### src/rtl/instr_queue_pkg.sv
`default_nettype none
// ============================================================================
// Module      : instr_queue_pkg
// Description : Shared front-end definitions. Holds the instruction and
//               address types, the default queue depth and the instruction
//               queue entry layout.
// Revision    : 1.0 - initial release
// ============================================================================
package instr_queue_pkg;

    typedef logic [31:0] instr_t;
    typedef logic [31:0] addr_t;

    localparam int IQ_DEPTH = 8;

    // One fetched instruction with its branch-prediction sideband.
    typedef struct packed {
        instr_t instr;
        addr_t  pc;
        addr_t  pred_npc;
        logic   pred_taken;
    } iq_entry_t;

endpackage : instr_queue_pkg
`default_nettype wire

### src/rtl/fifo_ptr.sv
`default_nettype none
// ============================================================================
// Module      : fifo_ptr
// Description : Head/tail/count bookkeeping for a power-of-two circular
//               buffer. Qualifies push and pop requests against occupancy
//               and flush, and clears everything on reset or flush.
// Revision    : 1.0 - initial release
// ============================================================================
module fifo_ptr
    import instr_queue_pkg::*;
#(
    parameter int DEPTH = IQ_DEPTH
) (
    input  logic                     clk,
    input  logic                     rst,
    input  logic                     flush,
    input  logic                     push_req,
    input  logic                     pop_req,
    output logic                     push,
    output logic                     pop,
    output logic [$clog2(DEPTH)-1:0] head,
    output logic [$clog2(DEPTH)-1:0] tail,
    output logic [$clog2(DEPTH):0]   count,
    output logic                     full,
    output logic                     empty
);

    localparam int c_ptr_w = $clog2(DEPTH);
    localparam int c_cnt_w = c_ptr_w + 1;
    localparam logic [c_cnt_w-1:0] c_full_cnt = c_cnt_w'(DEPTH);
    localparam logic [c_cnt_w-1:0] c_cnt_one  = c_cnt_w'(1);
    localparam logic [c_ptr_w-1:0] c_ptr_one  = c_ptr_w'(1);

    logic [c_ptr_w-1:0] r_head;
    logic [c_ptr_w-1:0] r_tail;
    logic [c_cnt_w-1:0] r_count;

    // Full blocks enqueue even when a dequeue happens in the same cycle,
    // so the freed slot is never reused combinationally.
    assign full  = (r_count == c_full_cnt);
    assign empty = (r_count == '0);
    assign push  = push_req && !full  && !flush;
    assign pop   = pop_req  && !empty && !flush;

    assign head  = r_head;
    assign tail  = r_tail;
    assign count = r_count;

    // Pointer and occupancy update; reset and flush both empty the queue.
    always_ff @(posedge clk) begin
        if (rst || flush) begin
            r_head  <= '0;
            r_tail  <= '0;
            r_count <= '0;
        end else begin
            if (push) begin
                r_tail <= r_tail + c_ptr_one;
            end
            if (pop) begin
                r_head <= r_head + c_ptr_one;
            end
            case ({push, pop})
                2'b10:   r_count <= r_count + c_cnt_one;
                2'b01:   r_count <= r_count - c_cnt_one;
                default: r_count <= r_count;
            endcase
        end
    end

endmodule : fifo_ptr
`default_nettype wire

### src/rtl/instr_queue.sv
`default_nettype none
// ============================================================================
// Module      : instr_queue
// Description : Instruction queue between fetch and decode. A flop-based
//               circular FIFO of iq_entry_t with valid/ready handshakes on
//               both sides, a flush for redirects and an occupancy output.
//               The head entry drives decode combinationally.
// Revision    : 1.0 - initial release
// ============================================================================
module instr_queue
    import instr_queue_pkg::*;
#(
    parameter int DEPTH = IQ_DEPTH
) (
    input  logic                   clk,
    input  logic                   rst,
    input  logic                   enq_valid,
    output logic                   enq_ready,
    input  instr_t                 enq_instr,
    input  addr_t                  enq_pc,
    input  addr_t                  enq_pred_npc,
    input  logic                   enq_pred_taken,
    output logic                   deq_valid,
    input  logic                   deq_ready,
    output instr_t                 deq_instr,
    output addr_t                  deq_pc,
    output addr_t                  deq_pred_npc,
    output logic                   deq_pred_taken,
    input  logic                   flush,
    output logic [$clog2(DEPTH):0] count
);

    localparam int c_ptr_w = $clog2(DEPTH);

    logic               w_push;
    logic               w_pop;
    logic [c_ptr_w-1:0] w_head;
    logic [c_ptr_w-1:0] w_tail;
    logic               w_full;
    logic               w_empty;
    iq_entry_t          w_enq_entry;
    iq_entry_t          w_head_entry;

    // Entry storage; deliberately not reset, pointers alone define validity.
    iq_entry_t          r_mem [DEPTH];

    fifo_ptr #(
        .DEPTH    (DEPTH)
    ) u_fifo_ptr (
        .clk      (clk),
        .rst      (rst),
        .flush    (flush),
        .push_req (enq_valid),
        .pop_req  (deq_ready),
        .push     (w_push),
        .pop      (w_pop),
        .head     (w_head),
        .tail     (w_tail),
        .count    (count),
        .full     (w_full),
        .empty    (w_empty)
    );

    assign w_enq_entry = '{
        instr:      enq_instr,
        pc:         enq_pc,
        pred_npc:   enq_pred_npc,
        pred_taken: enq_pred_taken
    };

    // Write the incoming entry at tail when the enqueue fires.
    always_ff @(posedge clk) begin
        if (w_push) begin
            r_mem[w_tail] <= w_enq_entry;
        end
    end

    // Head entry is read straight out of the array: no bypass from the
    // enqueue port and no output register toward decode.
    assign w_head_entry   = r_mem[w_head];

    assign enq_ready      = !w_full;
    assign deq_valid      = !w_empty;
    assign deq_instr      = w_head_entry.instr;
    assign deq_pc         = w_head_entry.pc;
    assign deq_pred_npc   = w_head_entry.pred_npc;
    assign deq_pred_taken = w_head_entry.pred_taken;

    // The pop qualifier is consumed inside fifo_ptr; it is exported only
    // for visibility and has no further use here.
    logic w_unused;
    assign w_unused = w_pop;

endmodule : instr_queue
`default_nettype wire

### config.mk
export PLATFORM = sky130hd
export DESIGN_NAME = instr_queue
export DESIGN_NICKNAME = d
export VERILOG_FILES = /design/src/rtl/instr_queue_pkg.sv /design/src/rtl/fifo_ptr.sv /design/src/rtl/instr_queue.sv
export SDC_FILE = /design/constraint.sdc
export NUM_CORES = 1
export LEC_CHECK = 0
export ABC_AREA = 1
export CAP_MARGIN = 20
export CORE_ASPECT_RATIO = 1.5
export CORE_MARGIN = 5
export CORE_UTILIZATION = 55
export DETAILED_ROUTE_END_ITERATION = 12
export GPL_TIMING_DRIVEN = 0
export PLACE_DENSITY = 0.75
export SLEW_MARGIN = 20
export SYNTH_ARGS = -nofsm -noshare
export SYNTH_HDL_FRONTEND = slang
export SYNTH_SLANG_ARGS = --single-unit
### constraint.sdc
create_clock -name clk -period 7.7 [get_ports clk]
set_input_delay 1.54 -clock clk [delete_from_list [all_inputs] [get_ports clk]]
set_output_delay 1.54 -clock clk [all_outputs]
set_load 0.01 [all_outputs]
=== After elaboration in Yosys (flattened, before gate mapping) ===
Memories as Yosys holds them, arrays and structs flattened. A register that Yosys moved wholly into a read port is not among the register bits.
Index checks and enable logic that the tools add are counted.

* Register bits: 10
* Bits in latches: 0
* RAM bits: 776
* ROM bits: 0
* Output and inout port bits: 103
* Logic and storage cells: 26
* Memories: 1

* Add/sub/neg operators: 4
* Multiply operators: 0
* Divide/modulo/power cells: 0
* $lt $le $gt $ge: 0
* Equal/unequal tests: 3
* Shift operators: 0
* Mux-type cells: 5
* Bitwise logic cells: 0
* Reductions and logical operators: 10

{| class="wikitable"
|+ Memory list
! memory !! words !! width !! rd ports !! clocked after memory_dff !! write ports !! line !! text
|-
| r_mem || 8 || 97 || 1 || 1 || 1 || instr_queue.sv:45 || <nowiki>iq_entry_t r_mem [DEPTH];</nowiki>
|}

{| class="wikitable"
|+ Operators with widths
! kind !! number
|-
| one-hot mux 4 bit (2 select lines) || 1
|-
| adder 3 x 1 -> 3 bit (second input constant) || 2
|-
| 2-to-1 mux 3 bit || 2
|-
| adder 4 x 1 -> 4 bit (second input constant) || 1
|-
| equality test 4 bit (second input constant) || 1
|-
| logical AND 1 bit || 4
|-
| logical NOT 4 bit || 1
|-
| subtractor 4 x 1 -> 4 bit (second input constant) || 1
|-
| logical NOT 1 bit || 3
|-
| equality test 2 x 1 -> 1 bit (second input constant) || 1
|-
| equality test 2 bit (second input constant) || 1
|-
| 2-to-1 mux 1 bit || 2
|-
| nonzero test 2 bit || 1
|-
| logical OR 1 bit || 1
|}

=== Depth between registers and ports, before layout ===
Gate-level depths: netlist of run 1.

* Depth in word-level cells: 6
* Depth in mapped cells: 15
* Depth with buffers taken out: 15

=== By module ===
From an unflattened synthesis of run 1, not the netlist that was laid out.

* Cells, all modules: 3,452
* Area total of the unflattened synthesis: 34,284.1 um2

{| class="wikitable"
|+ By module, submodules not included
! module !! times used !! cells each !! area each (um2) !! seq. area each (um2)
|-
| instr_queue || 1 || 3,372 || 33,692.3 || 23,302.3
|-
| fifo_ptr || 1 || 80 || 591.8 || 200.2
|}

=== Worst setup path after synthesis of run 1 ===
OpenSTA, ideal clock, no wires.

* Path kind: input to register
* Start: in enq_valid
* End: mem r_mem[0][0] (netlist bit), enable pin
* Setup time: 0.554 ns
* Data arrival time: 5.990 ns
* Required time: 7.146 ns
* Path slack: 1.156 ns
* Stages: 4
* Path buffers: 0
* Cells stage by stage: nand2_1 nor2_1 nand2_1 nor2_1

* Word-level cells in the longest chain between the ends: 4

{| class="wikitable"
|+ RTL lines
! what !! line !! text
|-
| start: declaration || instr_queue.sv:17 || <nowiki>input logic enq_valid,</nowiki>
|-
| logical AND 1 bit (2 in a row) || fifo_ptr.sv:42 || <nowiki>assign push = push_req && !full && !flush;</nowiki>
|-
| 2-to-1 mux 1 bit || instr_queue.sv:73 || <nowiki>if (w_push) begin</nowiki>
|-
| 2-to-1 mux 1 bit (implied by the code) || instr_queue.sv:74 || <nowiki>r_mem[w_tail] <= w_enq_entry;</nowiki>
|-
| end: declaration || instr_queue.sv:45 ||
|}

No other way between the ends.

==> qor.json, run 1 <==
{
  "status": {
    "outcome": "complete, no violations"
  },
  "global_routing": {
    "grt_max_degree": 25,
    "vias_in_the_first_global_route": 20100,
    "overflow": 0,
    "aggregate_global_route_resource_usage": 0.254,
    "antenna_found_initial": 11,
    "global_route_wire_length_before_repair_um": 117000
  },
  "sta": {
    "rsz0062_at_grt": "false",
    "finalHoldWorstSlack_ps": 503,
    "timing.final.hold_violations": 0,
    "achievable_frequency_mhz": 202,
    "worst_slew_pin_slew_ps": 766,
    "fin_crit_ps": 4950,
    "maxSlewHeadroom": 0.488,
    "number_of_max_slew_violations_in_the_final_report": 0,
    "final_period_util": 0.643,
    "fin_worst_skew_ps": 26.3,
    "final-setup-viol-count": 0
  },
  "pwr": {
    "power.sequential.fraction": 0.557,
    "leakage_power_of_the_design_uw": 0.0123,
    "power_density_nw_per_um2": 232,
    "netSwitchingFraction": 0.202,
    "total_power_uw": 8550,
    "p_comb_frac": 0.048,
    "internal_power_uw": 6820,
    "switching_power_uw": 1730,
    "vdd_drop_max_mv": 0.231,
    "clock_power_share": 0.395
  },
  "cells_and_area": {
    "layout-area-overhead-vs-synth_pct": 19.9,
    "layout_cell_share_with_drive_strength_beyond_1": 0.0731,
    "finish.net_count": 2698
  },
  "synthesis": {
    "synth_simple_gate_area_frac": 0.0886,
    "muxShareOfSynthArea": 0.0315,
    "synth_top_family_by_area": "simple AND/OR/NAND/NOR gates",
    "share_of_the_synthesized_area_in_compound_gates_ao_oa_aoi_oai": 0.0851,
    "ys_ff_latch": 789,
    "netlist_area_um2": 30800,
    "synthCells": 2276,
    "ys_warn_count": 0,
    "netlist-cell-type-count": 23,
    "synthXorXnorAreaFrac": 0.00142,
    "synth_nets": 2383,
    "adder_cell_share_of_the_synthesized_area": 0.00203,
    "syn-mean-instance-area_um2": 13.5,
    "synth_seq_area_share": 0.766
  },
  "clock_tree": {
    "cts.htree.levels": 3,
    "postCtsSetupBuffers": 0,
    "cts_inserted_buffers": 70,
    "cts_tree": "built",
    "ctsResizeCount": 0,
    "cts.root.buffer_cell": "clkbuf_16",
    "post_cts_hold_buffer_count": 0,
    "clkSinkCount": 789,
    "clk_transition_reported_paths_ps": 60,
    "worst_skew_pair.late_latency_ps": 610,
    "cts_buffer_depth": 3
  },
  "route": {
    "antenna_left": 0,
    "drc": 0,
    "wl_per_cell_um": 23.6,
    "drt_iter0_drc": 1881,
    "routed_wirelength_um": 78900,
    "detail_route.first_pass.iterations": 6,
    "drt-vias-per-instance": 5.95,
    "dr_total_vias": 19900
  },
  "critical_path": {
    "worst_path_max_stage_delay_ps": 590,
    "timing.critical_path.buf_inv": 4,
    "worstSetupStartpointType": "flop",
    "critical_path.slowest_cell": "clkdlybuf4s50_1",
    "path_cells": "buf_2, buf_2, clkbuf_1, o21ai_0, o22ai_1, nand2_1, nand2_1, clkdlybuf4s50_1",
    "critical_path.top_delay_family": "buffers and inverters",
    "worstPathRequired_ps": 6160,
    "worst-setup-path-type": "flop to output pin",
    "end_kind": "output pin",
    "worstPathMaxFanout": 10,
    "cp_data_arrival_time_ps": 3410
  },
  "die": {
    "die_w_um": 203,
    "initial_cell_density_of_the_core": 0.554,
    "boundary_pin_count": 205,
    "chipHeight_um": 300,
    "fp-row-count": 106,
    "dieArea_um2": 60900,
    "coreArea_um2": 55600
  },
  "placement": {
    "globalplace.congestion": 0.808,
    "sum_of_net_half_perimeters_after_detailed_placement_um": 51600,
    "io_buffer_count": 204
  },
  "hold_path": {
    "hp-class": "flop to flop"
  },
  "flow_run": {
    "maxCapViolCount": 0
  }
}
synthesized netlist by cell type (all sizes together):
| cell type | number | area share |
|---|---|---|
| nand2 | 317 | 0.039 |
| xor2 | 3 | 0.00085 |
| buf | 71 | 0.015 |
| clkbuf | 68 | 0.0083 |
| o21ai | 391 | 0.064 |
| xnor2 | 2 | 0.00057 |
| nor2 | 403 | 0.049 |
| edfxtp | 776 | 0.76 |
| clkinv | 1 | 0.00012 |
| ha | 5 | 0.0020 |
| a21oi | 11 | 0.0018 |
| mux2i | 97 | 0.032 |
| dfxtp | 13 | 0.0085 |
| o22ai | 97 | 0.020 |
| nand3 | 5 | 0.00081 |
| inv | 16 | 0.0020 |
through the flow:
| stage | worst slack (ps) | setup TNS, ps | area (um2) | util | cells |
|---|---|---|---|---|---|
| 2_1_floorplan | 1160 | 0 | 30800 | - | 2276 |
| 3_3_place_gp | -3260 | -2296860 | 33700 | 0.606 | 3182 |
| 3_5_place_dp | 3130 | 0 | 34700 | 0.625 | 3221 |
| 4_1_cts | 2770 | 0 | 36900 | 0.664 | 3344 |
| 5_1_grt | 2590 | 0 | 36900 | 0.664 | 3348 |
| 6_report | 2750 | 0 | 36900 | 0.664 | 3350 |
final timing paths:
check | startpoint | end | slack, ps | cells past startpoint
max | flop | deq_instr[12] | 2750 | 8
min | u_fifo_ptr.head[0] | u_fifo_ptr.head[0] | 500 | 2
max reg2reg | u_fifo_ptr.count[0] | r_mem[6][53] | 4520 | 10
min reg2reg | u_fifo_ptr.head[0] | u_fifo_ptr.head[0] | 500 | 2
placed cells by master, fill, tap and decap left out:
cell	count
clkdlybuf4s50_1	204
nand2_1	317
diode_2	6
clkbuf_8	1
clkinv_8	1
o22ai_1	97
edfxtp_1	776
nor2_4	8
buf_16	22
xnor2_1	2
inv_6	2
dfxtp_1	13
buf_8	8
clkbuf_16	74
buf_2	33
o21ai_0	293
buf_1	19
buf_4	4
clkbuf_1	85
mux2i_1	97
clkinvlp_4	1
inv_1	14
bufinv_16	4
buf_6	6
o21ai_1	98
nand3_1	5
buf_12	18
clkinv_2	9
nor2_1	395
xor2_1	3
inv_2	2
a21oi_1	11
clkinv_1	15
ha_1	5
worst min-delay path: cells and delay by family, from the launching register on:
family | cells | cell delay, ps
compound gates | 1 | 60
buf+inv | 1 | 80
flops | 1 | 320
sequential cells by signal, indices dropped and copies added, names as in the netlist, named ones only:
name and flops:
r_mem 776, u_fifo_ptr.count 4, u_fifo_ptr.head 3, u_fifo_ptr.tail 3
cell type report:
cell class                      instances  area [um2]
Buffer                                139         729
Timing Repair Buffer                  243        2990
Clock buffer                           92        1930
Inverter                               17        63.8
Antenna cell                            6        15.0
Sequential cell                       789       23600
Multi-Input combinational cell       1331        6480
Tap cell                              702         878
Fill cell                            3755       18700
Clock inverter                         31         259
cells by family after synthesis:
| group | count (synthesis) |
|---|---|
| buffers and inverters | 156 |
| multiplexers | 97 |
| AO/OA/AOI/OAI | 499 |
| AND/OR/NAND/NOR | 725 |
| flip-flops | 789 |
| XOR/XNOR | 5 |
| adder cells (fa/ha/maj) | 5 |
power groups by stage:
| stage | logic, uW | registers (uW) | clock network, uW |
|---|---|---|---|
| finish | 410 | 4760 | 3380 |
| floorplan | 159 | 4860 | 0 |
| global route | 441 | 4760 | 3590 |
| CTS | 411 | 4760 | 3410 |
| detailed placement | 408 | 4850 | 0 |
| global placement | 383 | 4860 | 0 |
routing by layer:
layer  GRT usage  vias up  share of wire
li1            -     8906              -
met1       0.306     9761           0.35
met2       0.449     1042           0.52
met3      0.0434      204          0.082
met4       0.115       10          0.040
met5           0        -        0.00065
Note: power is estimated with default switching activity, not from simulation.
==> run 2: changes to the inputs <==
Clock period 7.7 ns to 5.14 ns, I/O delays scaled along.
==> qor.json, run 2 (synthesis gave the netlist of run 1 again) <==
{
  "status": {
    "outcome": "complete, no violations"
  },
  "route": {
    "antenna_left": {"value": 0, "change": "unchanged"},
    "routed_wirelength": {"value": 78400, "unit": "um", "change": "-0.69%"},
    "drt-vias-per-instance": {"value": 5.90, "change": "-0.74%"},
    "wl_per_cell": {"value": 23.5, "unit": "um", "change": "-0.46%"},
    "drt_iter0_drc": {"value": 1944, "change": "+3.3%"},
    "dr_total_vias": {"value": 19700, "change": "-0.97%"},
    "detail_route.first_pass.iterations": {"value": 6, "change": "unchanged"},
    "drc": {"value": 0, "change": "unchanged"}
  },
  "clock_tree": {
    "clkSinkCount": {"value": 789, "change": "unchanged"},
    "postCtsSetupBuffers": {"value": 0, "change": "unchanged"},
    "cts_buffer_depth": {"value": 3, "change": "unchanged"},
    "post_cts_hold_buffer_count": {"value": 0, "change": "unchanged"},
    "cts.htree.levels": {"value": 3, "change": "unchanged"},
    "clk_transition_reported_paths": {"value": 60, "unit": "ps", "change": "about the same"},
    "cts_tree": "built",
    "ctsResizeCount": {"value": 0, "change": "unchanged"},
    "cts.root.buffer_cell": "clkbuf_16",
    "cts_inserted_buffers": {"value": 71, "change": "+1.4%"},
    "worst_skew_pair.late_latency": {"value": 590, "unit": "ps", "change": "-20 ps"}
  },
  "global_routing": {
    "grt_max_degree": {"value": 25, "change": "unchanged"},
    "global_route_wire_length_before_repair": {"value": 117000, "unit": "um", "change": "-0.14%"},
    "antenna_found_initial": {"value": 6, "change": "-5"},
    "overflow": {"value": 0, "change": "unchanged"},
    "vias_in_the_first_global_route": {"value": 20400, "change": "+1.1%"},
    "aggregate_global_route_resource_usage": {"value": 0.252, "change": "-0.00205"}
  },
  "die": {
    "die_w": {"value": 203, "unit": "um", "change": "unchanged"},
    "chipHeight": {"value": 300, "unit": "um", "change": "unchanged"},
    "initial_cell_density_of_the_core": {"value": 0.554, "change": "unchanged"},
    "fp-row-count": {"value": 106, "change": "unchanged"},
    "coreArea": {"value": 55600, "unit": "um2", "change": "unchanged"},
    "dieArea": {"value": 60900, "unit": "um2", "change": "unchanged"},
    "boundary_pin_count": {"value": 205, "change": "unchanged"}
  },
  "critical_path": {
    "worstPathMaxFanout": {"value": 10, "change": "unchanged"},
    "worstSetupStartpointType": "flop",
    "worst_setup_path_endpoint": "deq_instr[21]",
    "worstPathRequired": {"value": 4110, "unit": "ps", "change": "-2050 ps"},
    "cp_data_arrival_time": {"value": 3530, "unit": "ps", "change": "+120 ps"},
    "r2r-start": "u_fifo_ptr.count[1]",
    "worst-r2r-cell-count": {"value": 9, "change": "-1"},
    "critical_path.top_delay_family": "buffers and inverters",
    "reg_to_reg_end": "r_mem[1][65]",
    "regToRegSetupSlack": {"value": 2170, "unit": "ps", "change": "-2350 ps"},
    "path_cells": "buf_2, inv_2, buf_1, buf_1, nand2_1, nand2_1, clkdlybuf4s50_1",
    "timing.critical_path.buf_inv": {"value": 5, "change": "+1"},
    "worst-setup-path-type": "flop to output pin",
    "worst_path_max_stage_delay": {"value": 600, "unit": "ps", "change": "about the same"},
    "critical_path_cell_count": {"value": 7, "change": "-1"},
    "end_kind": "output pin",
    "critical_path.slowest_cell": "buf_1"
  },
  "cells_and_area": {
    "postLayoutCoreUtil": {"value": 0.662, "change": "-0.00252"},
    "layout-area-overhead-vs-synth_pct": 19.5,
    "final_standard_cell_count_with_taps_included_and_fillers_excluded": {"value": 3342, "change": "-0.24%"},
    "layout.cells.most_common": "edfxtp_1",
    "layout_common_cells": "776 x edfxtp_1, 395 x nor2_1, 317 x nand2_1",
    "layout_cell_share_with_drive_strength_beyond_1": {"value": 0.0725, "change": "-0.000537"},
    "largest_register_ffs": {"value": 776, "change": "unchanged"},
    "max_flop_register": "r_mem",
    "finish.net_count": {"value": 2696, "change": "-0.074%"}
  },
  "placement": {
    "sum_of_net_half_perimeters_after_detailed_placement": {"value": 51100, "unit": "um", "change": "-1.0%"},
    "io_buffer_count": {"value": 204, "change": "unchanged"},
    "minimum_setup_slack_after_placement": {"value": 1300, "unit": "ps", "change": "-1830 ps"},
    "place_inst": {"value": 3218, "change": "-0.093%"},
    "globalplace.congestion": {"value": 0.810, "change": "+0.26%"}
  },
  "pwr": {
    "leakage_power_of_the_design": {"value": 0.0122, "unit": "uW", "change": "-0.54%"},
    "power_density": {"value": 348, "unit": "nW/um2", "change": "+50%"},
    "total_power": {"value": 12800, "unit": "uW", "change": "+50%"},
    "vdd_drop_max": {"value": 0.320, "unit": "mV", "change": "+39%"}
  },
  "sta": {
    "fin_worst_skew": {"value": 14.5, "unit": "ps", "change": "-11.8 ps"},
    "final-setup-viol-count": {"value": 0, "change": "unchanged"},
    "finalHoldWorstSlack": {"value": 499, "unit": "ps", "change": "-4.02 ps"},
    "fin_crit_ps": 4560,
    "achievable_frequency_mhz": 219,
    "maxSlewHeadroom": {"value": 0.481, "change": "-0.00760"},
    "timing.final.hold_violations": {"value": 0, "change": "unchanged"},
    "rsz0062_at_grt": "false",
    "number_of_max_slew_violations_in_the_final_report": {"value": 0, "change": "unchanged"},
    "worst_slew_pin_slew": {"value": 777, "unit": "ps", "change": "+11.4 ps"},
    "final_period_util": 0.886,
    "layout_setup_ws": {"value": 583, "unit": "ps", "change": "-2160 ps"}
  },
  "flow_run": {
    "maxCapViolCount": {"value": 0, "change": "unchanged"}
  },
  "hold_path": {
    "hp-class": "flop to flop"
  }
}
[run 2: cell types whose count changed in the layout (fill, tap and decap cells not counted), moves of 2 or more]
cell,previous run,this run
buf_12,18,25
buf_16,22,12
clkbuf_1,85,83
clkinv_1,15,11
clkinv_2,9,7
clkinvlp_4,1,3
inv_6,2,4
[run 2: cell type report]
type                    instances  area (um2)
clock inverters                28         250
diodes                          6        15.0
multi-input cells            1331        6480
well taps                     702         878
plain buffers                 139         729
repair buffers                240        2850
flip-flops and latches        789       23600
inverters                      17        63.8
fillers                      3771       18800
clock buffers                  90        1930
[run 2: report_power, final]
group | internal, uW | switching, uW | leakage, uW
combinational | 257 | 356 | 0.00405
clock | 2860 | 2200 | 0.00106
sequential | 7120 | 14.3 | 0.00711
[run 2: metrics by stage]
stage           TNS, ps  instance area [um2]
6_report              0                36800
5_1_grt               0                36800
4_1_cts               0                36800
3_5_place_dp          0                34600
3_3_place_gp   -3497230                33700
2_1_floorplan   -605030                30800
[run 2: worst min path at each step]
stage          slack, ps               start            endpoint  cells past startpoint
2_1_floorplan        460  u_fifo_ptr.head[1]                flop                      2
3_3_place_gp         480  u_fifo_ptr.tail[0]  u_fifo_ptr.tail[0]                      2
3_5_place_dp         490  u_fifo_ptr.head[0]  u_fifo_ptr.head[0]                      2
4_1_cts              500  u_fifo_ptr.head[0]  u_fifo_ptr.head[0]                      2
5_1_grt              530  u_fifo_ptr.head[1]  u_fifo_ptr.head[1]                      2
6_report             500  u_fifo_ptr.head[0]  u_fifo_ptr.head[0]                      2
[run 2: worst reg2reg max path, stage by stage (launching register included)]
cell and delay (ps):
dfxtp_1 450, nor2_1 90, nand3_1 100, nand2_1 70, nor2_1 270, nand2_1 320
nor2_4 680, buf_16 260, buf_16 190, buf_12 210
[run 2: layer usage]
| metal | global-route usage | vias to the layer above | routed length (um) |
|---|---|---|---|
| met5 | 0 | - | 13 |
| met4 | 0.0979 | 2 | 2590 |
| met3 | 0.0440 | 183 | 5720 |
| met2 | 0.451 | 927 | 41400 |
| met1 | 0.305 | 9713 | 28700 |
| li1 | - | 8904 | - |
